**src/rtl/router_pkt_src_pkg.sv**
```systemverilog
// Shared definitions for the router packet source: header field widths,
// transmit state encoding and the header packing helper.
package router_pkt_src_pkg;

    localparam int DATA_W = 8;
    localparam int ADDR_W = 2;
    localparam int LEN_W  = 6;

    typedef enum logic [2:0] {
        IDLE,
        HEADER,
        PAYLOAD,
        PARITY,
        GAP
    } state_e;

    // The header byte carries the payload length in the upper bits and the
    // destination port in the lower two bits.
    function automatic logic [DATA_W-1:0] make_header(input logic [LEN_W-1:0]  len,
                                                      input logic [ADDR_W-1:0] addr);
        return {len, addr};
    endfunction

endpackage

```
**src/rtl/router_src_fifo.sv**
```systemverilog
// Payload byte buffer for the packet source: DEPTH x 8 synchronous FIFO with
// occupancy count, full flag and a registered overflow pulse.
module router_src_fifo #(
    parameter  int DEPTH = 64,
    localparam int PTR_W = $clog2(DEPTH)
) (
    input  logic             clk,
    input  logic             rst,
    input  logic             push_i,
    input  logic [7:0]       wdata_i,
    input  logic             pop_i,
    output logic [7:0]       rdata_o,
    output logic [PTR_W:0]   count_o,
    output logic             full_o,
    output logic             ovf_o
);

    localparam logic [PTR_W-1:0] PTR_ONE = PTR_W'(1);
    localparam logic [PTR_W:0]   CNT_ONE = (PTR_W + 1)'(1);
    localparam logic [PTR_W:0]   CNT_MAX = (PTR_W + 1)'(DEPTH);

    logic [7:0]       mem_q [DEPTH];
    logic [PTR_W-1:0] wr_ptr_q;
    logic [PTR_W-1:0] rd_ptr_q;
    logic [PTR_W:0]   count_q;
    logic [PTR_W:0]   count_d;
    logic             ovf_q;
    logic             push_ok;
    logic             pop_ok;

    // A write while full is dropped even if a pop frees a slot on the same edge.
    assign push_ok = push_i && !full_o;
    assign pop_ok  = pop_i && (count_q != '0);

    assign full_o  = (count_q == CNT_MAX);
    assign count_o = count_q;
    assign ovf_o   = ovf_q;
    assign rdata_o = mem_q[rd_ptr_q];

    // Occupancy only moves when exactly one of push/pop takes effect.
    always_comb begin
        count_d = count_q;
        if (push_ok && !pop_ok) begin
            count_d = count_q + CNT_ONE;
        end else if (!push_ok && pop_ok) begin
            count_d = count_q - CNT_ONE;
        end
    end

    // Storage array; contents need no reset because the pointers define validity.
    always_ff @(posedge clk) begin
        if (push_ok) begin
            mem_q[wr_ptr_q] <= wdata_i;
        end
    end

    // Pointers wrap naturally modulo DEPTH; overflow is flagged for one cycle.
    always_ff @(posedge clk or posedge rst) begin
        if (rst) begin
            wr_ptr_q <= '0;
            rd_ptr_q <= '0;
            count_q  <= '0;
            ovf_q    <= 1'b0;
        end else begin
            if (push_ok) wr_ptr_q <= wr_ptr_q + PTR_ONE;
            if (pop_ok)  rd_ptr_q <= rd_ptr_q + PTR_ONE;
            count_q <= count_d;
            ovf_q   <= push_i && full_o;
        end
    end

endmodule

```
**src/rtl/router_pkt_src.sv**
```systemverilog
// Packet source for the router input port: buffers payload bytes and, on a
// start request, sends header -> payload -> parity while honouring busy, then
// waits a short gap watching the router's err flag.
module router_pkt_src
    import router_pkt_src_pkg::*;
#(
    parameter  int DEPTH      = 64,
    parameter  int GAP_CYCLES = 2,
    localparam int CNT_W      = $clog2(DEPTH) + 1
) (
    input  logic              clk,
    input  logic              rst,
    input  logic              wr_en,
    input  logic [DATA_W-1:0] wr_data,
    output logic [CNT_W-1:0]  buf_count,
    output logic              buf_full,
    output logic              ovf,
    input  logic              start,
    input  logic [ADDR_W-1:0] dest_addr,
    input  logic [LEN_W-1:0]  pkt_len,
    input  logic              corrupt,
    output logic              start_rej,
    input  logic              busy,
    output logic [DATA_W-1:0] dout,
    output logic              pktvalid,
    output logic              tx_active,
    output logic              done,
    input  logic              err_in,
    output logic [7:0]        err_cnt
);

    localparam logic [7:0]       GAP_LAST = 8'(GAP_CYCLES - 1);
    localparam logic [LEN_W-1:0] LEN_ONE  = LEN_W'(1);

    state_e            state_q, state_d;
    logic [DATA_W-1:0] dout_q, dout_d;
    logic              pktvalid_q, pktvalid_d;
    logic [DATA_W-1:0] acc_q, acc_d;
    logic [LEN_W-1:0]  len_q, len_d;
    logic [LEN_W-1:0]  cnt_q, cnt_d;
    logic              corrupt_q, corrupt_d;
    logic [7:0]        gap_q, gap_d;
    logic              flag_q, flag_d;
    logic              done_q, done_d;
    logic              rej_q, rej_d;
    logic [7:0]        errcnt_q, errcnt_d;
    logic              fifo_pop;
    logic [DATA_W-1:0] fifo_rdata;
    logic [DATA_W-1:0] parity_next;

    router_src_fifo #(.DEPTH(DEPTH)) u_fifo (
        .clk     (clk),
        .rst     (rst),
        .push_i  (wr_en),
        .wdata_i (wr_data),
        .pop_i   (fifo_pop),
        .rdata_o (fifo_rdata),
        .count_o (buf_count),
        .full_o  (buf_full),
        .ovf_o   (ovf)
    );

    assign dout      = dout_q;
    assign pktvalid  = pktvalid_q;
    assign tx_active = (state_q != IDLE);
    assign done      = done_q;
    assign start_rej = rej_q;
    assign err_cnt   = errcnt_q;

    // Parity covers header and every payload byte, including the one being consumed now.
    assign parity_next = acc_q ^ dout_q;

    // Next-state logic: each presented byte advances only on an edge with busy low.
    always_comb begin
        state_d    = state_q;
        dout_d     = dout_q;
        pktvalid_d = pktvalid_q;
        acc_d      = acc_q;
        len_d      = len_q;
        cnt_d      = cnt_q;
        corrupt_d  = corrupt_q;
        gap_d      = gap_q;
        flag_d     = flag_q;
        done_d     = 1'b0;
        rej_d      = 1'b0;
        errcnt_d   = errcnt_q;
        fifo_pop   = 1'b0;
        unique case (state_q)
            IDLE: begin
                if (start) begin
                    if ((pkt_len != '0) && (buf_count >= CNT_W'(pkt_len))) begin
                        state_d    = HEADER;
                        len_d      = pkt_len;
                        corrupt_d  = corrupt;
                        dout_d     = make_header(pkt_len, dest_addr);
                        pktvalid_d = 1'b1;
                    end else begin
                        rej_d = 1'b1;
                    end
                end
            end
            HEADER: begin
                if (!busy) begin
                    state_d  = PAYLOAD;
                    acc_d    = dout_q;
                    cnt_d    = '0;
                    fifo_pop = 1'b1;
                    dout_d   = fifo_rdata;
                end
            end
            PAYLOAD: begin
                if (!busy) begin
                    acc_d = parity_next;
                    if (cnt_q == (len_q - LEN_ONE)) begin
                        state_d    = PARITY;
                        pktvalid_d = 1'b0;
                        dout_d     = corrupt_q ? ~parity_next : parity_next;
                    end else begin
                        cnt_d    = cnt_q + LEN_ONE;
                        fifo_pop = 1'b1;
                        dout_d   = fifo_rdata;
                    end
                end
            end
            PARITY: begin
                if (!busy) begin
                    state_d = GAP;
                    dout_d  = '0;
                    gap_d   = '0;
                    flag_d  = 1'b0;
                end
            end
            GAP: begin
                flag_d = flag_q | err_in;
                if (gap_q == GAP_LAST) begin
                    state_d = IDLE;
                    done_d  = 1'b1;
                    if ((flag_q | err_in) && (errcnt_q != 8'hFF)) begin
                        errcnt_d = errcnt_q + 8'd1;
                    end
                end else begin
                    gap_d = gap_q + 8'd1;
                end
            end
            default: begin
                state_d    = IDLE;
                dout_d     = '0;
                pktvalid_d = 1'b0;
            end
        endcase
    end

    // State and registered outputs; reset clears the byte lane immediately.
    always_ff @(posedge clk or posedge rst) begin
        if (rst) begin
            state_q    <= IDLE;
            dout_q     <= '0;
            pktvalid_q <= 1'b0;
            acc_q      <= '0;
            len_q      <= '0;
            cnt_q      <= '0;
            corrupt_q  <= 1'b0;
            gap_q      <= '0;
            flag_q     <= 1'b0;
            done_q     <= 1'b0;
            rej_q      <= 1'b0;
            errcnt_q   <= '0;
        end else begin
            state_q    <= state_d;
            dout_q     <= dout_d;
            pktvalid_q <= pktvalid_d;
            acc_q      <= acc_d;
            len_q      <= len_d;
            cnt_q      <= cnt_d;
            corrupt_q  <= corrupt_d;
            gap_q      <= gap_d;
            flag_q     <= flag_d;
            done_q     <= done_d;
            rej_q      <= rej_d;
            errcnt_q   <= errcnt_d;
        end
    end

endmodule

```
**config.mk**
```make
export PLATFORM = sky130hd
export DESIGN_NAME = router_pkt_src
export DESIGN_NICKNAME = d
export VERILOG_FILES = /design/src/rtl/router_pkt_src_pkg.sv /design/src/rtl/router_src_fifo.sv /design/src/rtl/router_pkt_src.sv
export SDC_FILE = /design/constraint.sdc
export NUM_CORES = 1
export LEC_CHECK = 0
export BUFFER_PORTS_ARGS = -buffer_cell sky130_fd_sc_hd__buf_2
export CORE_MARGIN = 4
export CORE_UTILIZATION = 62
export DETAILED_ROUTE_END_ITERATION = 7
export GPL_TIMING_DRIVEN = 1
export MAX_ROUTING_LAYER = met4
export PLACE_DENSITY_LB_ADDON = 0.25
export SYNTH_ARGS = -nofsm -noshare
export SYNTH_HDL_FRONTEND = slang
export SYNTH_HIERARCHICAL = 1
export SYNTH_SLANG_ARGS = --single-unit
```
**constraint.sdc**
```tcl
create_clock -name clk -period 4.9 [get_ports clk]
set_clock_uncertainty 0.2 [all_clocks]
set_input_delay 0 -clock clk [delete_from_list [all_inputs] [get_ports clk]]
set_output_delay 0 -clock clk [all_outputs]
set_load 0.01 [all_outputs]
```
==> impl_metrics.ini, run 1 <==
[outcome]
status = complete, no violations

[setup_path]
critPathCaptureType = register
cp_top_family = compound AO/OA/AOI/OAI gates
worst-setup-path-type = reg2reg
worst_setup_path_startpoint = len_q[0]
end_of_the_worst_register_to_register_path = u_fifo/count_o[6]
termination_of_the_worst_setup_path = u_fifo/count_o[6]
r2r.worst_path.cells = 17
biggest_cell_delay_along_the_critical_path_ns = 0.46
worstSetupStartpointType = register
cell_repeated_most_along_the_worst_path = sky130_fd_sc_hd__inv_1
critical-path-slowest-cell = sky130_fd_sc_hd__dfrtp_1
timing.critical_path.arrival_ns = 4.37
crit_chain = inv_1, ha_1, xor2_1, nand2_1, nor4_4, a21oi_1, o21a_1, o21a_1, inv_1, ha_1, inv_1, fa_1, a21o_1, a21oi_1, nand4b_1, nand4_1, xnor2_1
timing.reg2reg.setup_slack_ns = 0.80
critical_path_maximum_fanout = 8
r2r_start = len_q[0]
cp.depth = 17
required_ns = 5.18
crit_buf_inv = 3

[floorplan]
floorplan.die_area_mm2 = 0.0424
chipHeight_um = 206
start_util_pct = 62.8
chip_width_um = 206
design.core.area_mm2 = 0.0386
floorplan.rows = 72
io_pins = 52

[sta]
hold_slack_ns = 0.0122
layout_setup_ws_ns = 0.804
period_needed_ns = 4.10
timing.final.crit_share_pct = 83.6
finalSetupViolCount = 0
worstMarginPinSlew_ns = 1.27
fmaxAchievable_mhz = 244
grt_setup_unrepaired = no
slew_viol_final = 0
relSlewSlack_pct = 15.2
hold_violation_total_from_the_final_report = 0
totalNegativeSetupSlack_ns = 0

[place]
pre_cts_slack_ns = 0.799
globalplace.congestion = 0.858
dp.cells = 1910
port-buffer-count = 51
dp.final_hpwl_mm = 31.1

[global_routing]
vias_in_the_first_global_route = 12873
grt_max_degree = 73
grt_usage_pct = 25.7
globalRouteOverflowTotal = 0
grt_first_pass_wirelength_mm = 78.7
antenna_found_initial = 0

[clocking]
cts_tree = yes
cts_buffers = 57
clk_root_buffer_cell = sky130_fd_sc_hd__clkbuf_16
clk_path_buf_depth = 3
cts.clk_slew.worst_paths_ns = 0.06
clock-sinks = 584
cts_post_setup_buffers_inserted = 0
h-tree-depth = 2
worstSkewPairLatency_ns = 0.60

[final_layout]
n_antenna_cell = 0
drive_above_1_share_pct = 19.0
area_growth_syn_to_layout_pct = 11.3
finalNetCount = 1519
finish.cell_count_without_fillers = 2041

[power]
peak_supply_drop_mv = 0.351
power_per_cell_area_mw_per_mm2 = 559
finalPower_w = 0.0151
p_leak_nw = 9.19

[yosys]
yosysMostFrequentCell = sky130_fd_sc_hd__edfxtp_1
yosys-top-cells-area = sky130_fd_sc_hd__edfxtp_1, sky130_fd_sc_hd__mux4_2, sky130_fd_sc_hd__dfrtp_1
synthFlopType = sky130_fd_sc_hd__edfxtp_1
post_synthesis_instance_total = 1389
ys_warn_count = 6
mappedNetlistNets = 1433
post-synth-top-area-cell = sky130_fd_sc_hd__edfxtp_1
synth_largest_type_area_fraction_pct = 63.4
synth_cell_type_count = 71
netlist_area_mm2 = 0.0243
synth_edf_count = 512
ys_async_sr_fraction_pct = 12.3
synth.ff_latch_count = 584
syn_avg_cell_area_um2 = 17.5
synth_seq_area_share_pct = 70.8
netlist_top_cells_count = sky130_fd_sc_hd__edfxtp_1, sky130_fd_sc_hd__nor2_1, sky130_fd_sc_hd__mux2i_1

[worst_hold_path]
min-delay-path-class = in2reg

[drt]
dr.first_iter.drc_count = 1229
avgViaCountPerCell = 6.34
routed_len_inst_um = 25.3
remaining_drc_errors = 0
detailed_route_wl_mm = 51.7
vias = 12936
drt_pass1_iterations = 5
antenna_violating_nets_post_route = 0

[flow_run]
max_cap_violations = 0
layout make-up:
cell class | count | area, um^2
clock buffer | 71 | 1500
clock inverter | 36 | 315
fill | 2414 | 11600
inverter | 38 | 143
multi-input combinational | 699 | 6540
sequential | 584 | 17200
tap | 518 | 648
timing repair buffer | 95 | 683
logic make-up (layout without fill, tap and decap cells):
family | count (synthesis) | count (layout) | share of synthesized area (%)
DFF | 584 | 584 | 70.8
xor gates and xnor gates | 50 | 50 | 1.80
adders and majority gates | 21 | 21 | 1.11
muxes | 211 | 211 | 13.9
buffers and inverters | 106 | 240 | 2.26
AOI/OAI and AO/OA | 174 | 174 | 5.04
and+or+nand+nor | 243 | 243 | 5.04
per-stage QoR:
| stage | instance area (um^2) | utilization (%) |
|---|---|---|
| floorplan | 24300 | - |
| global placement | 25000 | 64.6 |
| detailed placement | 25000 | 64.6 |
| CTS | 27000 | 69.9 |
| global route | 27000 | 69.9 |
| finish | 27000 | 69.9 |
cells in the final DEF, fill, tap and decap left out, drive strengths merged, types with 13 or more instances in the layout:
| cell type | count |
|---|---|
| xor2 | 17 |
| mux2 | 17 |
| nand3 | 17 |
| clkinv | 29 |
| clkbuf | 71 |
| dfrtp | 72 |
| a211oi | 31 |
| dlygate4sd3 | 24 |
| o21ai | 50 |
| ha | 20 |
| a21oi | 13 |
| mux4 | 98 |
| o22ai | 31 |
| inv | 38 |
| buf | 71 |
| nor2 | 97 |
| mux2i | 96 |
| nand2 | 50 |
| edfxtp | 512 |
| xnor2 | 33 |
what timing repair did:
item                                   CTS  global route
hold buffers                            24             0
resized for setup                        0             0
endpoints found under the hold margin  318             0
state kept, by name (all words and copies together), names as in the netlist, 3 cells and up:
signal,count
err_cnt,8
len_q,6
u_fifo/mem_q,512
u_fifo/rd_ptr_q,6
dout,8
state_q,3
u_fifo/count_o,7
cnt_q,6
acc_q,8
u_fifo/wr_ptr_q,6
gap_q,8
layer usage:
| layer | vias up | routed length [um] | global-route usage [%] |
|---|---|---|---|
| li1 | 5666 | - | - |
| met1 | 6609 | 20800 | 35.6 |
| met2 | 550 | 25000 | 39.2 |
| met3 | 111 | 4180 | 5.06 |
| met4 | 0 | 1670 | 8.60 |
| met5 | - | 0 | - |
how the worst min path moves through the flow:
stage | startpoint | to | slack [ns] | depth (start not counted)
after floorplan | rst | u_fifo/count_o[0] | -0.24 | 1
after CTS | pkt_len[4] | len_q[4] | 0.002 | 3
after global routing | pkt_len[5] | len_q[5] | 0.05 | 3
final | wr_data[5] | u_fifo/mem_q[2][5] | 0.01 | 1
after detailed placement | corrupt | corrupt_q | 0.03 | 2
after global placement | corrupt | corrupt_q | 0.01 | 2
where the power goes:
group          internal [W]  total (W)  switching (W)
registers           0.00581    0.00640       0.000591
clock network       0.00243    0.00422        0.00179
logic               0.00201    0.00447        0.00246
total                0.0103     0.0151        0.00483
(Power assumes the default switching activity.)
==> run 2: changes to the inputs <==
- ABC_AREA: unset -> 1
- CORE_UTILIZATION: 62 -> 63
- clock period: 4.9 -> 4 ns (I/O delays scaled with it)
==> impl_metrics.ini, run 2 <==
[outcome]
status = complete, no violations

[sta]
grt_setup_unrepaired = no
slew_viol_final = 0
hold_slack_ns = 0.0726
finalSetupViolCount = 0
worstMarginPinSlew_ns = 1.21
period_needed_ns = 3.62
relSlewSlack_pct = 18.8
timing.final.crit_share_pct = 90.5
hold_violation_total_from_the_final_report = 0
totalNegativeSetupSlack_ns = 0
fmaxAchievable_mhz = 276

[drt]
vias = 18386
detailed_route_wl_mm = 62.4
avgViaCountPerCell = 5.73
dr.first_iter.drc_count = 2110
routed_len_inst_um = 19.5
drt_pass1_iterations = 6
antenna_violating_nets_post_route = 0
remaining_drc_errors = 0

[floorplan]
floorplan.rows = 74
start_util_pct = 64.0
chip_width_um = 212
io_pins = 52
floorplan.die_area_mm2 = 0.0450
design.core.area_mm2 = 0.0410
chipHeight_um = 212

[clocking]
h-tree-depth = 2
clk_path_buf_depth = 3
cts_buffers = 56
cts.clk_slew.worst_paths_ns = 0.06
cts_post_setup_buffers_inserted = 0
clk_root_buffer_cell = sky130_fd_sc_hd__clkbuf_16
clock-sinks = 584
worstSkewPairLatency_ns = 0.62
cts_tree = yes

[yosys]
yosys-top-cells-area = sky130_fd_sc_hd__edfxtp_1, sky130_fd_sc_hd__nand2_1, sky130_fd_sc_hd__dfrtp_1
yosys.area_share.xor_xnor_pct = 1.60
synth_largest_type_area_fraction_pct = 58.5
synth_fa_ha_area_share_pct = 1.03
mappedNetlistNets = 2620
synth-simple-area-share_pct = 22.9
synthFlopType = sky130_fd_sc_hd__edfxtp_1
post_synthesis_instance_total = 2576
netlist_top_cells_count = sky130_fd_sc_hd__nand2_1, sky130_fd_sc_hd__edfxtp_1, sky130_fd_sc_hd__nand3_1
post-synth-top-area-cell = sky130_fd_sc_hd__edfxtp_1
synth_cell_type_count = 48
netlist_area_mm2 = 0.0263
ys_async_sr_fraction_pct = 12.3
synth_compound_area_share_pct = 2.83
ys_warn_count = 6
synth_edf_count = 512
syn_avg_cell_area_um2 = 10.2
synth.mux.area_fraction_pct = 0.0858
synth.ff_latch_count = 584
dominant_combinational_cell_family_by_area_after_synthesis = simple AND/OR/NAND/NOR gates
yosysMostFrequentCell = sky130_fd_sc_hd__nand2_1
synth_seq_area_share_pct = 65.4

[setup_path]
end_of_the_worst_register_to_register_path = u_fifo/count_o[6]
required_ns = 4.30
r2r_start = len_q[0]
critical_path_maximum_fanout = 9
critPathCaptureType = register
timing.critical_path.arrival_ns = 3.92
timing.reg2reg.setup_slack_ns = 0.38
worst-setup-path-type = reg2reg
worstSetupStartpointType = register
r2r.worst_path.cells = 24

[worst_hold_path]
worst_hold_path.num_cells = 4
whs_endpoint = len_q[4]
min-delay-path-class = in2reg
timing.hold.worst.start = pkt_len[4]

[final_layout]
fillers = 2893
layout.cells.most_common_list = sky130_fd_sc_hd__nand2_1, sky130_fd_sc_hd__edfxtp_1, sky130_fd_sc_hd__nand3_1
multi_input_comb_area_mm2 = 0.00746
largest_reg_flops = 512
finalNetCount = 2675
drive_above_1_share_pct = 8.14
layout.cells.most_common = sky130_fd_sc_hd__nand2_1
n_antenna_cell = 0
fin_util_pct = 70.8
area_growth_syn_to_layout_pct = 10.6
register_with_the_most_flip_flops = u_fifo/mem_q
seqCellArea_mm2 = 0.0172
finish.cell_count_without_fillers = 3210

[place]
globalplace.congestion = 0.901
port-buffer-count = 51
dp.cells = 3077
dp.final_hpwl_mm = 37.7

[global_routing]
grt_usage_pct = 28.9
grt_first_pass_wirelength_mm = 97.9
vias_in_the_first_global_route = 17956
antenna_found_initial = 0
grt_max_degree = 185
globalRouteOverflowTotal = 0

[flow_run]
max_cap_violations = 0

[power]
peak_supply_drop_mv = 0.602
finalPower_w = 0.0204
power_per_cell_area_mw_per_mm2 = 701
p_leak_nw = 12.0
run 2: worst max-delay path by stage:
| stage | startpoint | to | slack, ns | depth (start not counted) |
|---|---|---|---|---|
| finish | len_q[0] | u_fifo/count_o[6] | 0.38 | 24 |
| global placement | len_q[0] | u_fifo/count_o[5] | 0.44 | 23 |
| detailed placement | len_q[0] | u_fifo/count_o[6] | 0.37 | 24 |
| CTS | len_q[0] | u_fifo/count_o[6] | 0.34 | 24 |
| floorplan | len_q[0] | u_fifo/count_o[5] | 0.60 | 23 |
| global route | len_q[0] | u_fifo/count_o[5] | 0.04 | 24 |
run 2: timing repair:
action                                 4_1_cts  5_1_grt
endpoints found under the hold margin      429        0
gates resized for setup                      0        1
setup endpoints to repair                    0        2
hold buffers                                28        0
run 2: area by class of cell:
type / instances / share of cell area (%)
repair buffers: 113 / 2.94
clock buffers: 74 / 5.26
flip-flops and latches: 584 / 59.2
well taps: 532 / 2.29
inverters: 251 / 3.27
multi-input cells: 1625 / 25.7
clock inverters: 31 / 1.39
run 2: per-stage QoR:
| step | area, um^2 | worst slack [ns] |
|---|---|---|
| finish | 29000 | 0.379 |
| global route | 29000 | 0.0411 |
| CTS | 29000 | 0.335 |
| detailed placement | 26800 | 0.365 |
| global placement | 26800 | 0.438 |
| floorplan | 26300 | 0.601 |
run 2: report_power, final:
group	total, W	leakage, nW	internal [W]	switching [W]
Combinational	0.00732	5.52	0.00217	0.00514
Clock	0.00552	0.941	0.00327	0.00224
Sequential	0.00754	5.51	0.00708	0.000453
Total	0.0204	12.0	0.0125	0.00784
run 2: critical path, stage by stage, from the launching register on:
cell	delay, ns
sky130_fd_sc_hd__dfrtp_1	0.40
sky130_fd_sc_hd__inv_1	0.09
sky130_fd_sc_hd__ha_1	0.32
sky130_fd_sc_hd__or2_2	0.30
sky130_fd_sc_hd__nand2_1	0.06
sky130_fd_sc_hd__nor2_1	0.04
sky130_fd_sc_hd__inv_1	0.06
sky130_fd_sc_hd__nor2_2	0.05
sky130_fd_sc_hd__nand2_4	0.10
sky130_fd_sc_hd__nand2_2	0.09
sky130_fd_sc_hd__nand2_4	0.11
sky130_fd_sc_hd__nand2_4	0.08
sky130_fd_sc_hd__inv_1	0.09
sky130_fd_sc_hd__o21a_1	0.15
sky130_fd_sc_hd__inv_1	0.05
sky130_fd_sc_hd__ha_1	0.22
sky130_fd_sc_hd__inv_2	0.14
sky130_fd_sc_hd__ha_1	0.32
sky130_fd_sc_hd__nand2_1	0.14
sky130_fd_sc_hd__inv_1	0.06
sky130_fd_sc_hd__nand4_1	0.06
sky130_fd_sc_hd__o211ai_1	0.12
sky130_fd_sc_hd__xor2_1	0.17
sky130_fd_sc_hd__nand2_1	0.07
sky130_fd_sc_hd__nand2_1	0.04
run 2: routing by layer:
metal | wire, um | global-route usage (%)
met1 | 24500 | 37.9
met5 | 0 | -
met4 | 2640 | 11.4
met3 | 4920 | 4.91
met2 | 30300 | 45.9
run 2: cell families after synthesis:
family	Yosys count
AOI/OAI and AO/OA	127
adders and majority gates	21
DFF	584
buffers and inverters	367
xor gates and xnor gates	48
muxes	2
and+or+nand+nor	1427
==> run 3: changes to the inputs <==
- SETUP_SLACK_MARGIN: unset -> 0.5
==> impl_metrics.ini, run 3 (synthesis results as in run 2) <==
[global_routing]
grt_usage_pct = 29.0
vias_in_the_first_global_route = 17967
globalRouteOverflowTotal = 0
grt_first_pass_wirelength_mm = 98.1
grt_max_degree = 185
antenna_found_initial = 0

[clocking]
cts_buffers = 56
cts.clk_slew.worst_paths_ns = 0.06
worstSkewPairLatency_ns = 0.62
h-tree-depth = 2
clk_path_buf_depth = 3
clk_root_buffer_cell = sky130_fd_sc_hd__clkbuf_16
cts_tree = yes
clock-sinks = 584

[final_layout]
n_antenna_cell = 0
layout.cells.most_common_list = sky130_fd_sc_hd__nand2_1, sky130_fd_sc_hd__edfxtp_1, sky130_fd_sc_hd__nand3_1
fin_util_pct = 71.2
area_growth_syn_to_layout_pct = 11.2
finalNetCount = 2686
largest_reg_flops = 512
drive_above_1_share_pct = 8.89
layout.cells.most_common = sky130_fd_sc_hd__nand2_1
register_with_the_most_flip_flops = u_fifo/mem_q
final_cell_area_mm2 = 0.0292

[sta]
hold_violation_total_from_the_final_report = 0
finalSetupViolCount = 0
period_needed_ns = 3.27
timing.final.crit_share_pct = 81.8
relSlewSlack_pct = 18.2
slew_viol_final = 0
totalNegativeSetupSlack_ns = 0
worstMarginPinSlew_ns = 1.22
fmaxAchievable_mhz = 306
hold_slack_ns = 0.0737
grt_setup_unrepaired = no

[drt]
avgViaCountPerCell = 5.74
routed_len_inst_um = 19.4
remaining_drc_errors = 0
dr.first_iter.drc_count = 2145
antenna_violating_nets_post_route = 0
drt_pass1_iterations = 6
detailed_route_wl_mm = 62.6
vias = 18479

[power]
finalPower_w = 0.0205
cell_internal_power_dissipation_w = 0.0126
clockPowerShare_pct = 26.9
relative_contribution_of_combinational_cells_to_total_power_pct = 36.3
netSwitchingFraction_pct = 38.5
peak_supply_drop_mv = 0.602
p_leak_nw = 12.0
power_per_cell_area_mw_per_mm2 = 703
pwr-share-seq_pct = 36.8
switching_power_w = 0.00789

[floorplan]
chip_width_um = 212
floorplan.rows = 74
io_pins = 52
chipHeight_um = 212
floorplan.die_area_mm2 = 0.0450
start_util_pct = 64.0
design.core.area_mm2 = 0.0410

[setup_path]
crit_buf_inv = 6
critical_path_maximum_fanout = 7
worst-setup-path-type = reg2reg
critical-path-slowest-cell = sky130_fd_sc_hd__dfrtp_1
cp_top_family = simple AND/OR/NAND/NOR gates
timing.critical_path.arrival_ns = 3.58
biggest_cell_delay_along_the_critical_path_ns = 0.40
worstSetupStartpointType = register
critPathCaptureType = register
required_ns = 4.30
crit_chain = inv_2, ha_4, or2_2, nand2_1, nor2_2, inv_1, nor2_2, nand2_4, nand2_4, nand2_4, nand2_4, inv_2, o21a_1, inv_1, ha_4, inv_8, ha_1, nand2_1, inv_1, nand4_1, o211ai_1, xor2_1, nand2_1, nand2_1

[place]
dp.final_hpwl_mm = 37.7
placed_cell_area_mm2 = 0.0268
port-buffer-count = 51
globalplace.congestion = 0.901

[flow_run]
max_cap_violations = 0

[worst_hold_path]
min-delay-path-class = in2reg

[outcome]
status = complete, no violations
-- run 3: changes by cell type in the layout (fill, tap and decap cells not counted) --
cell and delta:
sky130_fd_sc_hd__nand2_4 +1, sky130_fd_sc_hd__inv_2 +2, sky130_fd_sc_hd__buf_4 +11, sky130_fd_sc_hd__inv_8 +1, sky130_fd_sc_hd__ha_1 -4, sky130_fd_sc_hd__nor2_2 +2
sky130_fd_sc_hd__inv_1 -3, sky130_fd_sc_hd__nor2_1 -2, sky130_fd_sc_hd__nand2_1 -1, sky130_fd_sc_hd__ha_4 +4
-- run 3: worst paths after layout --
kind                       depth (start not counted)  slack, ns        from            endpoint
hold / removal                                     4       0.07  pkt_len[4]            len_q[4]
setup reg to reg                                  24       0.73    len_q[0]   u_fifo/count_o[6]
min in group asynchronous                          4       0.51         rst        u_fifo/ovf_o
hold reg to reg                                    2       0.32    len_q[5]            len_q[5]
setup / recovery                                  24       0.73    len_q[0]   u_fifo/count_o[6]
max in group asynchronous                          4       2.46         rst  u_fifo/rd_ptr_q[1]
-- run 3: worst register-to-register path, delay by kind of cell (launching register included) --
kind,cells,cell delay [ns]
AND/OR/NAND/NOR,12,1.08
adder cells (fa/ha/maj),3,0.67
buffers and inverters,6,0.43
flip-flops,1,0.40
AO/OA/AOI/OAI,2,0.25
XOR/XNOR,1,0.16
-- run 3: layer usage --
layer	up-vias	wire length [um]	share of wire [%]	GRT usage [%]
met2	885	30500	49	45.9
met3	150	5360	8.6	4.93
met4	0	2480	4.0	11.4
li1	8684	-	-	-
met1	8760	24200	39	38.0
met5	-	0	0	-
-- run 3: timing repair --
action,CTS,global route
buffers inserted,3,8
hold buffers,28,0
endpoints found under the setup margin,4,5
gates resized for setup,4,12
pin swaps,0,4
hold endpoints to repair,429,0
-- run 3: power by group through the flow --
stage / clock network (W) / logic, W / registers [W]
floorplan: 0 / 0.00531 / 0.00750
global placement: 0 / 0.00694 / 0.00763
detailed placement: 0 / 0.00711 / 0.00765
CTS: 0.00558 / 0.00726 / 0.00753
global route: 0.00586 / 0.00820 / 0.00759
finish: 0.00552 / 0.00746 / 0.00754
-- run 3: final cells by class --
cell class                      instances  area [um^2]
Inverter                              251          958
Sequential cell                       584        17200
Clock buffer                           74         1530
Timing Repair Buffer                  124          936
Multi-Input combinational cell       1625         7520
Tap cell                              532          666
Fill cell                            2874        11800
Clock inverter                         31          404
-- run 3: through the flow --
| step | cells | worst slack, ns |
|---|---|---|
| 6_report | 3221 | 0.727 |
| 5_1_grt | 3221 | 0.501 |
| 4_1_cts | 3213 | 0.541 |
| 3_5_place_dp | 3077 | 0.365 |
| 3_3_place_gp | 3077 | 0.438 |
| 2_1_floorplan | 2576 | 0.601 |
